[config.mk]
export PLATFORM = sky130hd
export DESIGN_NAME = interrupt_sequencer
export DESIGN_NICKNAME = d
export VERILOG_FILES = /design/src/rtl/interrupt_sequencer.sv
export SDC_FILE = /design/constraint.sdc
export NUM_CORES = 1
export LEC_CHECK = 0
export BUFFER_PORTS_ARGS = -buffer_cell sky130_fd_sc_hd__buf_2
export CAP_MARGIN = 20
export CELL_PAD_IN_SITES_DETAIL_PLACEMENT = 0
export CELL_PAD_IN_SITES_GLOBAL_PLACEMENT = 1
export CORE_ASPECT_RATIO = 0.75
export CORE_MARGIN = 2
export CORE_UTILIZATION = 25
export DETAILED_ROUTE_END_ITERATION = 12
export GPL_TIMING_DRIVEN = 0
export PLACE_DENSITY = 0.87
export SYNTH_ARGS = -nofsm -noshare
export SYNTH_HDL_FRONTEND = slang
export SYNTH_SLANG_ARGS = --single-unit
[constraint.sdc]
create_clock -name clk -period 1.9 [get_ports clk]
set_clock_uncertainty 0.1 [all_clocks]
set_input_delay 0.19 -clock clk [delete_from_list [all_inputs] [get_ports clk]]
set_output_delay 0.19 -clock clk [all_outputs]
set_load 0.01 [all_outputs]
[src/rtl/interrupt_sequencer.sv]
// Interrupt entry sequencer: at an instruction boundary, takes the highest-priority pending
// request, pushes PC and SR, fetches the handler vector and acknowledges the request.
module interrupt_sequencer #(
    parameter int                 NUM_IRQ  = 16,
    parameter logic [15:0]        IVT_BASE = 16'hFFE0,
    parameter logic [NUM_IRQ-1:0] NMI_MASK = NUM_IRQ'(16'h4000)
) (
    input  logic               clk,
    input  logic               rst,
    input  logic [NUM_IRQ-1:0] IRQ,
    input  logic               GIE,
    input  logic               InstrDone,
    input  logic [15:0]        PCin,
    input  logic [15:0]        SPin,
    input  logic [15:0]        SRin,
    input  logic [15:0]        MDBin,
    output logic [15:0]        MAB,
    output logic [15:0]        MDBout,
    output logic               MW,
    output logic               MR,
    output logic               SPF,
    output logic               INTACK,
    output logic [15:0]        ISR,
    output logic [NUM_IRQ-1:0] IRQAck,
    output logic               Busy
);

    localparam int IDX_W = (NUM_IRQ > 1) ? $clog2(NUM_IRQ) : 1;

    typedef enum logic [2:0] {
        IDLE    = 3'd0,
        DEC_PC  = 3'd1,
        WR_PC   = 3'd2,
        DEC_SR  = 3'd3,
        WR_SR   = 3'd4,
        VEC_RD  = 3'd5,
        VEC_CAP = 3'd6,
        ACK     = 3'd7
    } state_t;

    state_t             state_reg, state_next;
    logic [IDX_W-1:0]   idx_reg, idx_next;
    logic [15:0]        vec_reg, vec_next;

    logic [NUM_IRQ-1:0] enable_mask;
    logic [NUM_IRQ-1:0] pending;
    logic               any_pending;
    logic [IDX_W-1:0]   pri_idx;
    logic [15:0]        vec_addr;

    // Non-maskable lines stay enabled while GIE is clear.
    assign enable_mask = GIE ? {NUM_IRQ{1'b1}} : NMI_MASK;
    assign pending     = IRQ & enable_mask;
    assign any_pending = |pending;

    // Ascending scan: the last set bit seen, i.e. the highest index, wins.
    always_comb begin
        pri_idx = '0;
        for (int i = 0; i < NUM_IRQ; i++) begin
            if (pending[i]) begin
                pri_idx = IDX_W'(i);
            end
        end
    end

    assign vec_addr = IVT_BASE + (16'(idx_reg) << 1);

    // State and captured registers.
    always_ff @(posedge clk or negedge rst) begin
        if (!rst) begin
            state_reg <= IDLE;
            idx_reg   <= '0;
            vec_reg   <= '0;
        end else begin
            state_reg <= state_next;
            idx_reg   <= idx_next;
            vec_reg   <= vec_next;
        end
    end

    // Next-state logic; the request index is frozen at acceptance.
    always_comb begin
        state_next = state_reg;
        idx_next   = idx_reg;
        vec_next   = vec_reg;
        case (state_reg)
            IDLE: begin
                if (InstrDone && any_pending) begin
                    state_next = DEC_PC;
                    idx_next   = pri_idx;
                end
            end
            DEC_PC:  state_next = WR_PC;
            WR_PC:   state_next = DEC_SR;
            DEC_SR:  state_next = WR_SR;
            WR_SR:   state_next = VEC_RD;
            VEC_RD:  state_next = VEC_CAP;
            VEC_CAP: begin
                state_next = ACK;
                vec_next   = MDBin;
            end
            ACK:     state_next = IDLE;
            default: state_next = IDLE;
        endcase
    end

    // Moore output decode.
    always_comb begin
        MAB    = 16'h0000;
        MDBout = 16'h0000;
        MW     = 1'b0;
        MR     = 1'b0;
        SPF    = 1'b0;
        INTACK = 1'b0;
        ISR    = 16'h0000;
        Busy   = (state_reg != IDLE);
        case (state_reg)
            DEC_PC: SPF = 1'b1;
            WR_PC: begin
                MAB    = SPin;
                MDBout = PCin;
                MW     = 1'b1;
            end
            DEC_SR: SPF = 1'b1;
            WR_SR: begin
                MAB    = SPin;
                MDBout = SRin;
                MW     = 1'b1;
            end
            VEC_RD: begin
                MAB = vec_addr;
                MR  = 1'b1;
            end
            ACK: begin
                INTACK = 1'b1;
                ISR    = vec_reg;
            end
            default: ;
        endcase
    end

    // One-hot acknowledge to the serviced peripheral, only during ACK.
    generate
        for (genvar gi = 0; gi < NUM_IRQ; gi++) begin : g_irq_ack
            assign IRQAck[gi] = (state_reg == ACK) && (idx_reg == IDX_W'(gi));
        end
    endgenerate

endmodule

==> impl_metrics.env, run 1 <==
export IMPL_status="completed"
export IMPL_grt_overflow=0
export IMPL_largest_reg_flops=16
export IMPL_syn_inst=193
export IMPL_worstSetupEndpointType="output pin"
export IMPL_synthDistinctLibCells=36
export IMPL_cts_htree_levels=1
export IMPL_slew_viol_final=0
export IMPL_crit_fanout=10
export IMPL_clk_latency_ns=0.26
export IMPL_dieHeight_um=74.90
export IMPL_cp_arrival_ns=1.60
export IMPL_final_layout_size_suffix_gt1_share_pct=60.61
export IMPL_die_w_um=98.53
export IMPL_synth_top_area_share_pct=34.35
export IMPL_clock_root_buffer="clkbuf_8"
export IMPL_yosysSeqAreaShare_pct=34.35
export IMPL_start_util_pct=26.25
export IMPL_cts_sinks=23
export IMPL_synth_nets=277
export IMPL_hold_class="primary input to flip-flop"
export IMPL_nets=443
export IMPL_setup_violations=0
export IMPL_synth_area_leaders="dfrtp_1 (34%), mux2_2 (12%), nor2_1 (8.3%)"
export IMPL_stdcell_area_um2=2776
export IMPL_synth_compound_area_share_pct=19.79
export IMPL_grt_total_usage_pct=14.26
export IMPL_worst_setup_path_start_kind="flip-flop"
export IMPL_portBuffers=152
export IMPL_period_share_pct=99.25
export IMPL_rows=25
export IMPL_post_synth_top_count_cell="nor2_1"
export IMPL_layout_min_cycle_time_ns=1.886
export IMPL_dr_first_iter_drc_count=52
export IMPL_ant_nets=0
export IMPL_diodes=0
export IMPL_ys_ff_latch=23
export IMPL_placed_cell_area_um2=2537
export IMPL_core_area_um2=6381
export IMPL_setup_tns_ns=0
export IMPL_path_clk_slew_ns=0.09
export IMPL_drc=0
export IMPL_synth_ff_type="dfrtp_1"
export IMPL_criticalPathCategory="flip-flop to output pin"
export IMPL_avgRoutedWirePerCell_um=13.21
export IMPL_synth_mux_area_fraction_pct=13.44
export IMPL_worstMarginPinSlew_ns=0.5369
export IMPL_synthToLayoutAreaGrowth_pct=65.72
export IMPL_grt_pass1_vias=1846
export IMPL_fillers=656
export IMPL_power_leakage_nw=1.531
export IMPL_synth_top_family_by_area="simple AND/OR/NAND/NOR gates"
export IMPL_syn_area_um2=1675
export IMPL_yosys_warnings=0
export IMPL_async_flop_share_pct=100.0
export IMPL_finalHoldViolCount=0
export IMPL_ir_drop_mv=0.6628
export IMPL_timing_fmax_mhz=530.3
export IMPL_fin_ws_ns=0.01427
export IMPL_syn_avg_cell_area_um2=8.681
export IMPL_synth_edf_count=0
export IMPL_die_area_um2=7379
export IMPL_viasPerCell=4.672
export IMPL_wirelength_um=5798
export IMPL_grt_pass1_wl_um=8638
export IMPL_gp_congestion=0.8418
export IMPL_synthTopCellsByCount="nor2_1 (37), dfrtp_1 (23), and2_1 (18), mux2_2 (18), a22oi_1 (16)"
export IMPL_synth_xor_area_share_pct=1.046
export IMPL_grt_antenna_before_repair=0
export IMPL_dp_slack_ns=-0.1996
export IMPL_num_vias=2051
export IMPL_hpwlAfterDp_um=4570
export IMPL_worst_ep_required_time_ns=1.61
export IMPL_cap_violations=0
export IMPL_cts_buffers_inserted=3
export IMPL_cts_tree="yes"
export IMPL_cellPowerDensity_nw_per_um2=1390
export IMPL_maxSlewHeadroom_pct=64.21
export IMPL_rsz0062_at_grt="yes"
export IMPL_synth_simple_area_share_pct=26.89
export IMPL_clockBufferDepth=2
export IMPL_synthAdderAreaFrac_pct=0
export IMPL_grt_max_degree=24
export IMPL_synth_top_cell_by_area="dfrtp_1"
export IMPL_io_pins=153
export IMPL_drt_pass1_iter_count=4
## power by group
group          switching (W)  total [W]  internal [W]
Clock               0.000167   0.000316      0.000148
Sequential          0.000156   0.000904      0.000748
Combinational        0.00132    0.00264       0.00132
Total                0.00164    0.00386       0.00222
## stage by stage
stage,util [%],hold slack (ns),cells,power [W]
5_1_grt,43.51,0.03408,439,0.004198
2_1_floorplan,-,-0.2056,193,0.002356
3_3_place_gp,39.76,0.09812,426,0.003133
4_1_cts,42.84,0.03704,438,0.003837
6_report,43.51,0.04511,439,0.003858
3_5_place_dp,39.76,0.1134,426,0.003189
## final timing paths
kind,start,endpoint,slack [ns],cells past startpoint
hold reg to reg,vec_reg[8]$_DFFE_PN0P_,vec_reg[8]$_DFFE_PN0P_,0.41,1
min in group asynchronous,rst,vec_reg[1]$_DFFE_PN0P_,0.34,2
setup / recovery,state_reg[1]$_DFFE_PN0P_,MDBout[11],0.01,6
setup reg to reg,state_reg[2]$_DFFE_PN0P_,vec_reg[1]$_DFFE_PN0P_,0.13,4
max in group asynchronous,rst,state_reg[2]$_DFFE_PN0P_,0.97,2
hold / removal,MDBin[0],vec_reg[0]$_DFFE_PN0P_,0.05,2
## logic make-up (layout without fill, tap and decap cells)
group / after synthesis / in the layout
AND/OR/NAND/NOR: 85 / 85
AO/OA/AOI/OAI: 45 / 45
flip-flops: 23 / 23
multiplexers: 20 / 20
buffers and inverters: 18 / 183
XOR/XNOR: 2 / 2
## worst max-delay path, stage by stage (launching register included)
cell     delay (ns)
dfrtp_2        0.44
nor2b_1        0.14
buf_4          0.15
buf_2          0.19
a22oi_2        0.21
nor2_1         0.06
buf_2          0.15
## cell usage in the layout (no fill, tap or decap), types with 4 or more instances in the layout
cell     instances
nor2b_1          4
buf_2          154
a22oi_1         10
buf_4           11
mux2_2          18
dfrtp_1         20
a22o_1           4
nor2_1          35
a21o_1          12
a21oi_1          4
nand2_1          4
and2_1          18
a22oi_2          6
buf_6            4
## area by class of cell
class	count	area [µm²]	share of cell area, %
tap	81	101.3	3.650
buffer	13	82.58	2.974
inverter	2	7.507	0.2704
multi-input combinational	152	1090	39.25
clock buffer	3	41.29	1.487
sequential	23	579.3	20.87
clock inverter	1	7.507	0.2704
timing repair buffer	164	867.1	31.23
## repair_timing
| action | CTS | global route |
|---|---|---|
| pin swaps | 11 | 10 |
| gates cloned | 1 | 0 |
| endpoints found under the setup margin | 58 | 60 |
| hold endpoints to repair | 23 | 0 |
| hold buffers | 1 | 0 |
| setup buffers | 8 | 2 |
| resized for setup | 25 | 15 |
## routing by layer
metal  track usage (%)  up-vias  wire [µm]
li1                  -     1010          -
met1             18.26      947       2440
met2             25.55       92       2854
met3             3.807        2        495
met4             1.370        0          8
met5                 0        -          0
Power figures use the tool's default switching activity.
==> inputs of run 2 (changes only) <==
==> constraint.sdc (replaced) <==
create_clock -name clk -period 1.9 [get_ports clk]
set_clock_uncertainty 0.1 [all_clocks]
set_input_delay 0.38 -clock clk [delete_from_list [all_inputs] [get_ports clk]]
set_output_delay 0.38 -clock clk [all_outputs]
set_load 0.01 [all_outputs]
==> run 2 against run 1 <==
Effect of this change: the run now ends with hold timing, setup timing left; critical path depth is the same; power grew 19%; count of clock-buffer cells in the layout is the same; worst setup slack lost 0.19 ns; maximum frequency shrank 9.3%; global-route usage grew 0.46 points; largest power group unchanged.
==> impl_metrics.env, run 2 (same netlist as run 1, synthesis figures left out) <==
export IMPL_cellPowerDensity_nw_per_um2=1453
export IMPL_status="finished with violations"
export IMPL_worst_ep_required_time_ns=1.42
export IMPL_num_vias=2107
export IMPL_period_share_pct=109.4
export IMPL_cts_hold_buffers=0
export IMPL_grt_pass1_vias=1918
export IMPL_portBuffers=152
export IMPL_diodes=0
export IMPL_grt_max_degree=24
export IMPL_wirelength_um=6218
export IMPL_reg2reg_slack_ns=0.22
export IMPL_maxSlewHeadroom_pct=63.88
export IMPL_layout_common_cells="buf_2 (143), nor2_1 (28), buf_6 (22), dfrtp_1 (20), mux2_2 (18)"
export IMPL_fin_ws_ns=-0.1791
export IMPL_worst_setup_path_start_kind="flip-flop"
export IMPL_gp_congestion=0.8418
export IMPL_fillers=615
export IMPL_die_area_um2=7379
export IMPL_grt_overflow=0
export IMPL_top_usage_layer="met2"
export IMPL_drt_pass1_iter_count=4
export IMPL_rows=25
export IMPL_cts_buffers_inserted=3
export IMPL_start_util_pct=26.25
export IMPL_worst_path_buf_inv=2
export IMPL_largest_reg_flops=16
export IMPL_reg2reg_depth=4
export IMPL_hold_worst_slack_ns=-0.01530
export IMPL_cts_tree="yes"
export IMPL_synthToLayoutAreaGrowth_pct=88.72
export IMPL_hpwlAfterDp_um=4570
export IMPL_clockBufferDepth=2
export IMPL_grt_total_usage_pct=14.72
export IMPL_setup_violations=52
export IMPL_worst_path_max_delay_cell="dfrtp_2"
export IMPL_failed_checks="hold timing, setup timing"
export IMPL_drc=0
export IMPL_cp_common_cell="nor2_4"
export IMPL_fin_util_pct=49.55
export IMPL_final_layout_size_suffix_gt1_share_pct=70.30
export IMPL_timing_fmax_mhz=481.0
export IMPL_power_w=0.004594
export IMPL_dr_first_iter_drc_count=48
export IMPL_core_area_um2=6381
export IMPL_rsz0062_at_grt="yes"
export IMPL_r2r_end="vec_reg[1]$_DFFE_PN0P_"
export IMPL_stdcell_area_um2=3162
export IMPL_path_clk_slew_ns=0.09
export IMPL_crit_cells=6
export IMPL_path_cells="nor2b_4, nor2_4, nor2_4, buf_6, and2_1, buf_2"
export IMPL_met1_usage_pct=18.09
export IMPL_nets=452
export IMPL_cts_sinks=23
export IMPL_avgRoutedWirePerCell_um=13.88
export IMPL_use_met3_pct=4.085
export IMPL_power_leakage_nw=1.665
export IMPL_criticalPathCategory="flip-flop to output pin"
export IMPL_worstMarginPinSlew_ns=0.5417
export IMPL_critPathMaxStageDelay_ns=0.44
export IMPL_grt_antenna_before_repair=0
export IMPL_cap_violations=0
export IMPL_critical_path_top_delay_family="simple AND/OR/NAND/NOR gates"
export IMPL_viasPerCell=4.703
export IMPL_cts_htree_levels=1
export IMPL_layout_min_cycle_time_ns=2.079
export IMPL_worstSetupEndpointType="output pin"
export IMPL_clock_root_buffer="clkbuf_8"
export IMPL_met2_usage_pct=26.98
export IMPL_ant_nets=0
export IMPL_cp_arrival_ns=1.60
export IMPL_io_pins=153
export IMPL_final_common_cell="buf_2"
export IMPL_hold_class="primary input to async pin"
export IMPL_finalHoldViolCount=23
export IMPL_crit_fanout=8
export IMPL_slew_viol_final=0
export IMPL_grt_pass1_wl_um=8928
export IMPL_clk_latency_ns=0.26
export IMPL_die_w_um=98.53
export IMPL_reg2reg_from="state_reg[1]$_DFFE_PN0P_"
export IMPL_ir_drop_mv=0.6764
export IMPL_placed_cell_area_um2=2537
export IMPL_dieHeight_um=74.90
==> run 2: cell count changes in the layout (fill, tap and decap cells not counted), moves of 3 or more <==
cell,delta
a22oi_1,-10
and2_4,+7
buf_6,+18
clkbuf_2,-3
nor2_1,-7
nor2_2,+5
buf_2,-11
and2_1,-7
a22oi_2,+10
==> run 2: timing repair <==
action | CTS | global route
gates resized for setup | 63 | 43
hold endpoints to repair | 0 | 0
pin swaps | 27 | 29
setup endpoints to repair | 69 | 77
cloned | 1 | 2
setup buffers | 13 | 10
==> run 2: how the worst max path moves through the flow <==
stage	slack (ns)	to	from
detailed placement	-0.39	IRQAck[8]	state_reg[0]$_DFFE_PN0P_
CTS	-0.23	MAB[1]	state_reg[2]$_DFFE_PN0P_
floorplan	0.00001	MAB[0]	state_reg[2]$_DFFE_PN0P_
global placement	-0.39	IRQAck[8]	state_reg[0]$_DFFE_PN0P_
finish	-0.18	MAB[0]	state_reg[1]$_DFFE_PN0P_
global route	-0.27	MAB[9]	state_reg[1]$_DFFE_PN0P_
==> run 2: final cells by class <==
class                   count  area [µm²]  area share, %
clock inverters             1       7.507         0.2374
multi-input cells         152        1231          38.94
repair buffers            177        1089          34.43
plain buffers               9       105.1          3.324
well taps                  81       101.3          3.205
inverters                   2       7.507         0.2374
flip-flops and latches     23       579.3          18.32
clock buffers               3       41.29          1.306
==> run 2: through the flow <==
stage	setup slack [ns]	instances	TNS, ns
2_1_floorplan	0.00001010	193	0
3_3_place_gp	-0.3916	426	-8.427
3_5_place_dp	-0.3896	426	-9.154
4_1_cts	-0.2277	441	-7.193
5_1_grt	-0.2688	448	-9.414
6_report	-0.1791	448	-5.106
==> run 2: routing by layer <==
| layer | share of wire, % | wire (µm) |
|---|---|---|
| met5 | 0 | 0 |
| met4 | 1.4 | 87 |
| met3 | 8.6 | 533 |
| met2 | 49 | 3017 |
| met1 | 41 | 2580 |
==> run 2: report_power, final <==
part	leakage, nW	internal [W]	total (W)	switching (W)
logic	1.38	0.00181	0.00330	0.00149
clock network	0.0217	0.000148	0.000315	0.000167
registers	0.263	0.000747	0.000984	0.000237
